`config.mk`:
```
export PLATFORM = sky130hd
export DESIGN_NAME = uart_tx_fifo_flat
export DESIGN_NICKNAME = d
export VERILOG_FILES = /design/src/rtl/uart_tx_fifo_if.sv /design/src/rtl/uart_tx_fifo.sv /design/src/flat_wrapper.sv
export SDC_FILE = /design/constraint.sdc
export NUM_CORES = 1
export LEC_CHECK = 0
export BUFFER_PORTS_ARGS = -buffer_cell sky130_fd_sc_hd__buf_2
export CAP_MARGIN = 10
export CORE_MARGIN = 8
export CORE_UTILIZATION = 55
export CTS_CLUSTER_DIAMETER = 60
export CTS_CLUSTER_SIZE = 30
export DETAILED_ROUTE_END_ITERATION = 10
export GPL_ROUTABILITY_DRIVEN = 0
export PLACE_DENSITY = 0.73
export SYNTH_ARGS = -nofsm -noshare
export SYNTH_HDL_FRONTEND = slang
export SYNTH_SLANG_ARGS = --single-unit
```
`constraint.sdc`:
```
create_clock -name clk -period 6.1 [get_ports clk]
set_input_delay 0.61 -clock clk [delete_from_list [all_inputs] [get_ports clk]]
set_output_delay 0.61 -clock clk [all_outputs]
set_load 0.02 [all_outputs]
```
`src/rtl/uart_tx_fifo_if.sv`:
```
// FIFO write port of uart_tx_fifo: a valid/ready handshake that carries one data word.
interface uart_tx_fifo_if #(
  parameter int DATA_W = 9
);
  logic [DATA_W-1:0] s_data;
  logic              s_valid;
  logic              s_ready;

  modport master (output s_data, output s_valid, input s_ready);
  modport slave  (input s_data, input s_valid, output s_ready);
endinterface

```
`src/rtl/uart_tx_fifo.sv`:
```
// UART transmitter with an internal TX FIFO, configurable frame format, break generation
// and optional CTS gating. Bit timing comes from an external oversample tick.
module uart_tx_fifo #(
  parameter int OVERSAMPLE = 16,
  parameter int DATA_W     = 9,
  parameter int FIFO_DEPTH = 8
) (
  input  logic                        clk,
  input  logic                        reset_n,
  input  logic                        tx_tick,
  uart_tx_fifo_if.slave               s_if,
  input  logic                        fifo_flush,
  input  logic [3:0]                  cfg_data_bits,
  input  logic [2:0]                  cfg_parity,
  input  logic [1:0]                  cfg_stop,
  input  logic                        cfg_msb_first,
  input  logic                        cfg_cts_en,
  input  logic                        cts_n,
  input  logic                        break_req,
  output logic                        tx,
  output logic                        busy,
  output logic                        frame_done,
  output logic [$clog2(FIFO_DEPTH):0] fifo_level
);

  localparam int PTR_W = $clog2(FIFO_DEPTH);
  localparam int LVL_W = PTR_W + 1;
  localparam int TW    = $clog2(OVERSAMPLE);
  localparam int BW    = $clog2(DATA_W + 1);

  localparam logic [2:0] S_IDLE   = 3'd0;
  localparam logic [2:0] S_START  = 3'd1;
  localparam logic [2:0] S_DATA   = 3'd2;
  localparam logic [2:0] S_PARITY = 3'd3;
  localparam logic [2:0] S_STOP   = 3'd4;
  localparam logic [2:0] S_BREAK  = 3'd5;

  function automatic logic [BW-1:0] clamp_bits(input logic [3:0] c);
    int v;
    v = int'(c);
    if (v < 5) v = 5;
    if (v > DATA_W) v = DATA_W;
    return BW'(v);
  endfunction

  function automatic logic [DATA_W-1:0] width_mask(input logic [BW-1:0] n);
    logic [DATA_W-1:0] m;
    for (int i = 0; i < DATA_W; i++) m[i] = (i < int'(n));
    return m;
  endfunction

  function automatic logic parity_on(input logic [2:0] mode);
    return (mode >= 3'd1) && (mode <= 3'd4);
  endfunction

  function automatic logic parity_bit(input logic [2:0] mode, input logic [DATA_W-1:0] d);
    case (mode)
      3'd1:    return ^d;
      3'd2:    return ~^d;
      3'd3:    return 1'b1;
      default: return 1'b0;
    endcase
  endfunction

  logic [DATA_W-1:0] mem_q [FIFO_DEPTH];
  logic [PTR_W-1:0]  wr_q, rd_q;
  logic [LVL_W-1:0]  level_q;
  logic              ready, push, pop;

  logic [2:0]        state_q, state_d;
  logic [TW-1:0]     tick_q, tick_d;
  logic [BW-1:0]     bit_q, bit_d;
  logic [DATA_W-1:0] shift_q, shift_d;
  logic [BW-1:0]     nbits_q, nbits_d;
  logic [2:0]        par_q, par_d;
  logic [1:0]        stop_q, stop_d;
  logic              msb_q, msb_d;
  logic              tx_q, tx_d, busy_q, done_q, done_d;
  logic              launch_ok, launch, bit_end, half_end, stop_end;
  logic [BW-1:0]     sel;
  logic [DATA_W-1:0] sh;

  assign ready      = (level_q != LVL_W'(FIFO_DEPTH));
  assign push       = s_if.s_valid && ready;
  assign s_if.s_ready = ready;
  assign fifo_level = level_q;
  assign tx         = tx_q;
  assign busy       = busy_q;
  assign frame_done = done_q;

  // The IDLE term is left out so the same condition serves back-to-back launch from STOP.
  assign launch_ok = (level_q != '0) && !break_req && (!cfg_cts_en || !cts_n);
  assign bit_end   = tx_tick && (tick_q == TW'(OVERSAMPLE - 1));
  assign half_end  = tx_tick && (tick_q == TW'(OVERSAMPLE / 2 - 1));

  always_comb begin
    state_d  = state_q;
    tick_d   = tick_q;
    bit_d    = bit_q;
    shift_d  = shift_q;
    nbits_d  = nbits_q;
    par_d    = par_q;
    stop_d   = stop_q;
    msb_d    = msb_q;
    done_d   = 1'b0;
    launch   = 1'b0;
    stop_end = 1'b0;
    pop      = 1'b0;
    if (tx_tick && state_q != S_IDLE) tick_d = bit_end ? '0 : tick_q + TW'(1);
    case (state_q)
      S_IDLE: begin
        if (break_req) begin
          state_d = S_BREAK;
          tick_d  = '0;
        end else if (launch_ok) begin
          launch = 1'b1;
        end
      end
      S_START: if (bit_end) begin
        state_d = S_DATA;
        bit_d   = '0;
      end
      S_DATA: if (bit_end) begin
        if (bit_q == nbits_q - BW'(1)) begin
          state_d = parity_on(par_q) ? S_PARITY : S_STOP;
          bit_d   = '0;
        end else begin
          bit_d = bit_q + BW'(1);
        end
      end
      S_PARITY: if (bit_end) begin
        state_d = S_STOP;
        bit_d   = '0;
      end
      S_STOP: begin
        // bit_q counts completed stop bits; 1.5 stop ends half way through the second one.
        if (stop_q == 2'b01 && bit_q == BW'(1)) begin
          stop_end = half_end;
        end else if (bit_end) begin
          if (stop_q == 2'b00 || bit_q == BW'(1)) stop_end = 1'b1;
          else bit_d = BW'(1);
        end
        if (stop_end) begin
          done_d = 1'b1;
          tick_d = '0;
          if (launch_ok) launch = 1'b1;
          else state_d = S_IDLE;
        end
      end
      S_BREAK: begin
        if (break_req) tick_d = '0;
        else if (bit_end) state_d = S_IDLE;
      end
      default: state_d = S_IDLE;
    endcase
    if (launch) begin
      pop     = 1'b1;
      state_d = S_START;
      tick_d  = '0;
      bit_d   = '0;
      nbits_d = clamp_bits(cfg_data_bits);
      par_d   = cfg_parity;
      stop_d  = cfg_stop;
      msb_d   = cfg_msb_first;
      shift_d = mem_q[rd_q] & width_mask(clamp_bits(cfg_data_bits));
    end
  end

  // Line level is derived from the next state so tx is a clean register output.
  always_comb begin
    sel = msb_d ? (nbits_d - BW'(1) - bit_d) : bit_d;
    sh  = shift_d >> sel;
    case (state_d)
      S_START:  tx_d = 1'b0;
      S_DATA:   tx_d = sh[0];
      S_PARITY: tx_d = parity_bit(par_d, shift_d);
      S_BREAK:  tx_d = !break_req;
      default:  tx_d = 1'b1;
    endcase
  end

  always_ff @(posedge clk or negedge reset_n) begin
    if (!reset_n) begin
      state_q <= S_IDLE;
      tick_q  <= '0;
      bit_q   <= '0;
      tx_q    <= 1'b1;
      busy_q  <= 1'b0;
      done_q  <= 1'b0;
      wr_q    <= '0;
      rd_q    <= '0;
      level_q <= '0;
    end else begin
      state_q <= state_d;
      tick_q  <= tick_d;
      bit_q   <= bit_d;
      tx_q    <= tx_d;
      busy_q  <= (state_d != S_IDLE);
      done_q  <= done_d;
      if (fifo_flush) begin
        wr_q    <= '0;
        rd_q    <= '0;
        level_q <= '0;
      end else begin
        if (push) wr_q <= wr_q + PTR_W'(1);
        if (pop)  rd_q <= rd_q + PTR_W'(1);
        case ({push, pop})
          2'b10:   level_q <= level_q + LVL_W'(1);
          2'b01:   level_q <= level_q - LVL_W'(1);
          default: ;
        endcase
      end
    end
  end

  always_ff @(posedge clk) begin
    if (push && !fifo_flush) mem_q[wr_q] <= s_if.s_data;
    shift_q <= shift_d;
    nbits_q <= nbits_d;
    par_q   <= par_d;
    stop_q  <= stop_d;
    msb_q   <= msb_d;
  end

endmodule
```
`src/flat_wrapper.sv`:
```
// flat-port wrapper written by rule: the top's interface ports become plain ports
module uart_tx_fifo_flat 
#(
  parameter int OVERSAMPLE = 16,
  parameter int DATA_W     = 9,
  parameter int FIFO_DEPTH = 8
)
  (clk, reset_n, tx_tick, fifo_flush, cfg_data_bits, cfg_parity, cfg_stop, cfg_msb_first, cfg_cts_en, cts_n, break_req, tx, busy, frame_done, fifo_level, s_if_s_data, s_if_s_valid, s_if_s_ready);
  uart_tx_fifo_if #(.DATA_W(DATA_W)) s_if_i ();
  input  logic clk;
  input  logic reset_n;
  input  logic tx_tick;
  input  logic fifo_flush;
  input  logic [3:0] cfg_data_bits;
  input  logic [2:0] cfg_parity;
  input  logic [1:0] cfg_stop;
  input  logic cfg_msb_first;
  input  logic cfg_cts_en;
  input  logic cts_n;
  input  logic break_req;
  output logic tx;
  output logic busy;
  output logic frame_done;
  output logic [$clog2(FIFO_DEPTH):0] fifo_level;
  input wire logic [$bits(s_if_i.s_data)-1:0] s_if_s_data;
  input wire logic [$bits(s_if_i.s_valid)-1:0] s_if_s_valid;
  output wire logic [$bits(s_if_i.s_ready)-1:0] s_if_s_ready;
  assign s_if_i.s_data = s_if_s_data;
  assign s_if_i.s_valid = s_if_s_valid;
  assign s_if_s_ready = s_if_i.s_ready;
  uart_tx_fifo #(.OVERSAMPLE(OVERSAMPLE), .DATA_W(DATA_W), .FIFO_DEPTH(FIFO_DEPTH)) u_core (.clk(clk), .reset_n(reset_n), .tx_tick(tx_tick), .s_if(s_if_i), .fifo_flush(fifo_flush), .cfg_data_bits(cfg_data_bits), .cfg_parity(cfg_parity), .cfg_stop(cfg_stop), .cfg_msb_first(cfg_msb_first), .cfg_cts_en(cfg_cts_en), .cts_n(cts_n), .break_req(break_req), .tx(tx), .busy(busy), .frame_done(frame_done), .fifo_level(fifo_level));
endmodule
```
==> results.py, run 1 <==
metrics = {
    "outcome": {
        "outcome": "finished clean",
    },
    "logic_synthesis": {
        "post_synth_fa_ha_maj_area_fraction": 0.0310,
        "synthSimpleGateAreaFrac": 0.123,
        "synth_top_family_by_area": "simple AND/OR/NAND/NOR gates",
        "synth_largest_area_cell": "edfxtp_1",
        "syn_area_mm2": 0.00572,
        "muxShareOfSynthArea": 0.103,
        "syn_avg_cell_area_um2": 12.5,
        "synth-edff-count": 74,
        "yosysSeqAreaShare": 0.553,
        "synth_compound_area_frac": 0.104,
        "yosys.area.top_type_share": 0.388,
        "synth_ff_type": "edfxtp_1",
        "ys_seq_elements": 115,
        "syn_inst": 458,
        "synth_area_leaders": "edfxtp_1, dfrtp_1, dfxtp_1",
        "synth_xor_area_frac": 0.0553,
        "syn_nets": 498,
        "yosysUniqueCellTypes": 72,
        "synthArstFlopShare": 0.209,
        "yosysWarnings": 0,
    },
    "setup_path": {
        "crit_start": "u_core.bit_q[0]",
        "cp_slowest_cell": "dfrtp_1",
        "timing.rr.start": "u_core.bit_q[0]",
        "max_stage_delay_ps": 480,
        "required_ps": 6520,
        "r2r_cells": 18,
        "path_class": "reg2reg",
        "r2r_end": "u_core.tx",
        "end_kind": "flop",
        "path_cells": "ha_1, nor4bb_2, o2111ai_2, nand3_2, nand2_1, inv_1, buf_4, nand2_1, o21a_1, ha_1, a21oi_1, xor2_1, a211oi_1, a21oi_1, xnor2_1, o311ai_0, a31oi_1, a311oi_2",
        "r2r_slack_ps": 1430,
        "arrival_ps": 5090,
        "start_kind": "flop",
        "cp_max_fo": 27,
    },
    "placed_design": {
        "dp.cells": 613,
        "portBuffers": 34,
        "dpl-instance-area_mm2": 0.00598,
        "dp.final_hpwl_um": 8330,
    },
    "cts": {
        "cts_root_buf": "clkbuf_8",
        "hold_buffers": 0,
        "clk_path_buf_depth": 2,
        "numCtsBuffers": 17,
        "ctsHtreeMaxLevel": 4,
        "cts_resized": 0,
        "cts_setup_buffers": 0,
        "clk_pin_slew_ps": 60,
        "insertion_delay_ps": 510,
        "cts_tree": "built",
        "clock-sinks": 115,
    },
    "timing": {
        "rsz0062_at_grt": "false",
        "finalHoldViolCount": 0,
        "tns_ps": 0,
        "worst_pin_slew_ps": 996,
        "slew_headroom": 0.332,
        "fmax_mhz": 214,
        "skew_ps": 9.09,
        "final.hold.worst_slack_ps": 94.0,
        "fin_crit_sh": 0.766,
        "finalMaxSlewViolations": 0,
        "setup_viol": 0,
        "period_minus_slack_ps": 4670,
    },
    "global_routing": {
        "grt_pass1_wl_um": 19900,
        "groute.usage.overall": 0.180,
        "grt_pass1_vias": 3882,
        "antenna_found_initial": 0,
        "grt_max_degree": 28,
        "overflow": 0,
    },
    "finish": {
        "multi_input_area_mm2": 0.00240,
        "final_cell_mix": "edfxtp_1, nand2_1, nor2_1, buf_2, dfrtp_1",
        "fin_area_mm2": 0.00652,
        "regArea_mm2": 0.00316,
        "n_antenna_cell": 0,
        "area_growth_pct": 14.0,
        "stdcell_count": 645,
        "drive_gt1_frac": 0.191,
        "layout_commonest_cell": "edfxtp_1",
        "fillerInstances": 755,
        "nNetsFinal": 536,
        "final_util": 0.638,
    },
    "die": {
        "die_width_um": 118,
        "io-pin-count": 35,
        "fp.coreArea_mm2": 0.0102,
        "start_util": 0.559,
        "dieArea_mm2": 0.0139,
        "row_count": 37,
        "die_y_um": 118,
    },
    "drt": {
        "vias": 3804,
        "drc": 0,
        "vias_per_cell": 5.90,
        "drtPass1Iterations": 5,
        "ant_nets": 0,
        "post_drt_wl_per_cell_um": 18.8,
        "drt-total-wl_um": 12100,
        "drtIter0Drc": 301,
    },
    "power_and_ir_drop": {
        "powerDensity_mw_per_mm2": 336,
        "peakVddDrop_uv": 204,
        "power_leakage_nw": 2.46,
    },
    "flow_run": {
        "maxCapViolations": 0,
    },
    "worst_hold_path": {
        "hp-class": "in2async",
    },
}
## worst max path at each step
| stage | endpoint | slack [ps] | cells after the start |
|---|---|---|---|
| 4_1_cts | u_core.tx | 1470 | 18 |
| 5_1_grt | u_core.tx | 1030 | 18 |
| 2_1_floorplan | u_core.tx | 1760 | 18 |
| 3_5_place_dp | u_core.tx | 1550 | 17 |
| 6_report | u_core.tx | 1430 | 18 |
| 3_3_place_gp | u_core.tx | 1750 | 17 |
## routing by layer
layer,vias up,GRT usage,routed length [um]
li1,1798,-,-
met1,1861,0.210,5010
met2,126,0.317,6390
met3,19,0.0412,566
met4,0,0.0641,176
met5,-,0,0
## flip-flops by register name, indices dropped and copies added (netlist names)
signal             cells
u_core.mem_q          72
u_core.shift_q         9
u_core.bit_q           4
u_core.fifo_level      4
u_core.nbits_q         4
u_core.tick_q          4
u_core.par_q           3
u_core.rd_q            3
u_core.state_q         3
u_core.wr_q            3
u_core.stop_q          2
u_core.busy            1
u_core.frame_done      1
u_core.msb_q           1
u_core.tx              1
## stage by stage
stage / setup slack (ps) / total power [mW]
after floorplan: 1760 / 1.21
after global placement: 1750 / 1.29
after detailed placement: 1550 / 1.30
after CTS: 1470 / 2.20
after global routing: 1030 / 2.28
final: 1430 / 2.19
## synth_stat cells, types with 3 or more instances
cell type,instances
a211oi_1,4
a21o_1,4
a21oi_1,20
a221oi_1,3
a22o_1,3
a31oi_1,4
and3_1,4
buf_2,3
buf_6,3
clkbuf_1,7
dfrtp_1,23
dfxtp_1,17
edfxtp_1,74
ha_1,11
inv_1,16
mux2_2,7
mux2i_1,20
mux4_1,7
mux4_2,5
nand2_1,44
nand2b_1,6
nand3_1,7
nand4_1,3
nor2_1,34
nor2b_1,5
nor3_1,12
nor3b_1,3
nor4_1,3
o211ai_1,6
o21a_1,4
o21ai_0,12
o22ai_1,4
o31ai_1,3
or3_1,4
xnor2_1,19
xor2_1,12
## final cells by class
cell class | count | area share
Tap cell | 136 | 0.0261
Timing Repair Buffer | 36 | 0.0284
Multi-Input combinational cell | 310 | 0.367
Clock buffer | 17 | 0.0635
Sequential cell | 115 | 0.485
Inverter | 16 | 0.00921
Clock inverter | 15 | 0.0205
## cell families after synthesis
kind of cell | count (synthesis)
simple gates | 141
flops | 115
compound gates | 83
mux | 40
xor+xnor | 33
buf+inv | 33
fa+ha+maj | 13
## power by group
part	switching (mW)	internal, mW
Sequential	0.0652	0.882
Clock	0.358	0.542
Combinational	0.185	0.157
## worst max-delay path, delay by kind of cell, from the launching register on
family,cells,cell delay [ps]
AOI/OAI and AO/OA,8,1630
buffers and inverters,2,580
adders and majority gates,2,550
xor gates and xnor gates,2,270
and+or+nand+nor,4,1070
DFF,1,480
No activity file was read; power rests on OpenSTA's default activity.
==> run 2, diff against run 1 <==
clock period = 4.6 ns   (was 6.1 ns; I/O delays follow)
==> results.py, run 2 (same netlist as run 1, synthesis figures left out) <==
metrics = {
    "outcome": {
        "outcome": "finished clean",
    },
    "setup_path": {
        "crit_start": "u_core.bit_q[0]",
        "r2r_slack_ps": 360,
        "cp_max_fo": 7,
        "arrival_ps": 4670,
        "path_class": "reg2reg",
        "required_ps": 5030,
        "end_kind": "flop",
        "start_kind": "flop",
        "timing.rr.start": "u_core.bit_q[0]",
    },
    "timing": {
        "finalHoldViolCount": 0,
        "skew_ps": 11.2,
        "final.hold.worst_slack_ps": 113,
        "tns_ps": 0,
        "rsz0062_at_grt": "false",
        "slew_headroom": 0.304,
        "worst_pin_slew_ps": 1040,
        "setup_viol": 0,
        "finalMaxSlewViolations": 0,
        "fin_crit_sh": 0.922,
        "period_minus_slack_ps": 4240,
        "fmax_mhz": 236,
    },
    "finish": {
        "nNetsFinal": 539,
        "area_growth_pct": 14.5,
        "largest_register": "u_core.mem_q",
        "stdcell_count": 648,
        "top_regs": "u_core.mem_q x72, u_core.shift_q x9",
        "final_cell_mix": "edfxtp_1, nand2_1, nor2_1, buf_2, dfrtp_1",
        "largest_reg_flops": 72,
        "n_antenna_cell": 0,
        "layout_commonest_cell": "edfxtp_1",
        "drive_gt1_frac": 0.195,
    },
    "cts": {
        "cts_tree": "built",
        "clk_pin_slew_ps": 70,
        "cts_root_buf": "clkbuf_8",
        "clock-sinks": 115,
        "ctsHtreeMaxLevel": 4,
        "insertion_delay_ps": 520,
        "clk_path_buf_depth": 2,
        "numCtsBuffers": 17,
    },
    "global_routing": {
        "grt_max_degree": 27,
        "grt_pass1_wl_um": 19500,
        "grt_pass1_vias": 3883,
        "groute.usage.overall": 0.176,
        "overflow": 0,
        "antenna_found_initial": 0,
    },
    "power_and_ir_drop": {
        "finalPower_mw": 2.92,
        "peakVddDrop_uv": 281,
        "powerDensity_mw_per_mm2": 446,
        "power_leakage_nw": 2.48,
    },
    "placed_design": {
        "dp.final_hpwl_um": 8360,
        "dp.cells": 615,
        "portBuffers": 34,
    },
    "drt": {
        "post_drt_wl_per_cell_um": 18.4,
        "vias": 3758,
        "drc": 0,
        "drtPass1Iterations": 5,
        "drt-total-wl_um": 11900,
        "vias_per_cell": 5.80,
        "drtIter0Drc": 242,
        "ant_nets": 0,
    },
    "die": {
        "dieArea_mm2": 0.0139,
        "io-pin-count": 35,
        "die_y_um": 118,
        "row_count": 37,
        "fp.coreArea_mm2": 0.0102,
        "start_util": 0.559,
        "die_width_um": 118,
    },
    "worst_hold_path": {
        "hp-class": "in2reg",
        "min-delay-start": "cfg_stop[0]",
    },
    "flow_run": {
        "maxCapViolations": 0,
    },
}
## run 2: changes by cell type in the layout (fill, tap and decap cells not counted)
cell           before  now
dlygate4sd3_1       0    1
clkinv_4            4    2
buf_4               2    4
inv_8               0    4
clkinv_1            1    0
clkinv_2            3    0
inv_6               4    7
bufinv_16           1    0
## run 2: final timing paths
check                                    end  depth (start not counted)
hold / removal              u_core.stop_q[0]                          1
setup / recovery                   u_core.tx                         17
hold reg to reg              u_core.par_q[0]                          2
min in group asynchronous  u_core.state_q[0]                          2
setup reg to reg                   u_core.tx                         17
max in group asynchronous  u_core.state_q[2]                          2
## run 2: report_power, final
group	internal [mW]	switching, mW	leakage, nW
sequential	1.17	0.0846	1.11
combinational	0.209	0.248	1.10
clock	0.688	0.523	0.269
total	2.07	0.855	2.48
## run 2: final cells by class
cell class,count,area (um^2)
fillers,792,3680
flip-flops and latches,115,3160
multi-input cells,310,2400
clock buffers,17,414
repair buffers,39,210
well taps,136,170
clock inverters,15,139
inverters,16,60.1
## run 2: what timing repair did
item                                   in CTS  in global routing
buffers inserted                            0                  0
endpoints found under the hold margin      23                  0
hold buffers                                1                  0
resized for setup                           0                  0
## run 2: stage by stage
stage / util / cell area [um^2] / setup slack (ps)
after floorplan: - / 5720 / 289
after global placement: 0.586 / 5990 / 731
after detailed placement: 0.586 / 5990 / 476
after CTS: 0.641 / 6550 / 431
after global routing: 0.641 / 6550 / 30.1
final: 0.641 / 6550 / 357
## run 2: per-layer routing
metal / GRT usage / part of all wire / wire length, um
met1: 0.207 / 0.42 / 5070
met2: 0.304 / 0.52 / 6270
met3: 0.0465 / 0.041 / 492
met4: 0.0649 / 0.010 / 119
met5: 0 / 0 / 0
## run 2: critical path, stage by stage (launching register included)
cell	delay [ps]
dfrtp_1	470
ha_1	220
nor4bb_2	390
o2111ai_2	240
nand3_2	190
nand2_1	90
inv_1	150
o21ai_0	110
o21ai_0	130
ha_1	240
fa_1	450
nand2_1	80
a21oi_1	50
nor3_1	550
nand3_1	130
o311ai_0	330
a31oi_1	120
a311oi_2	200
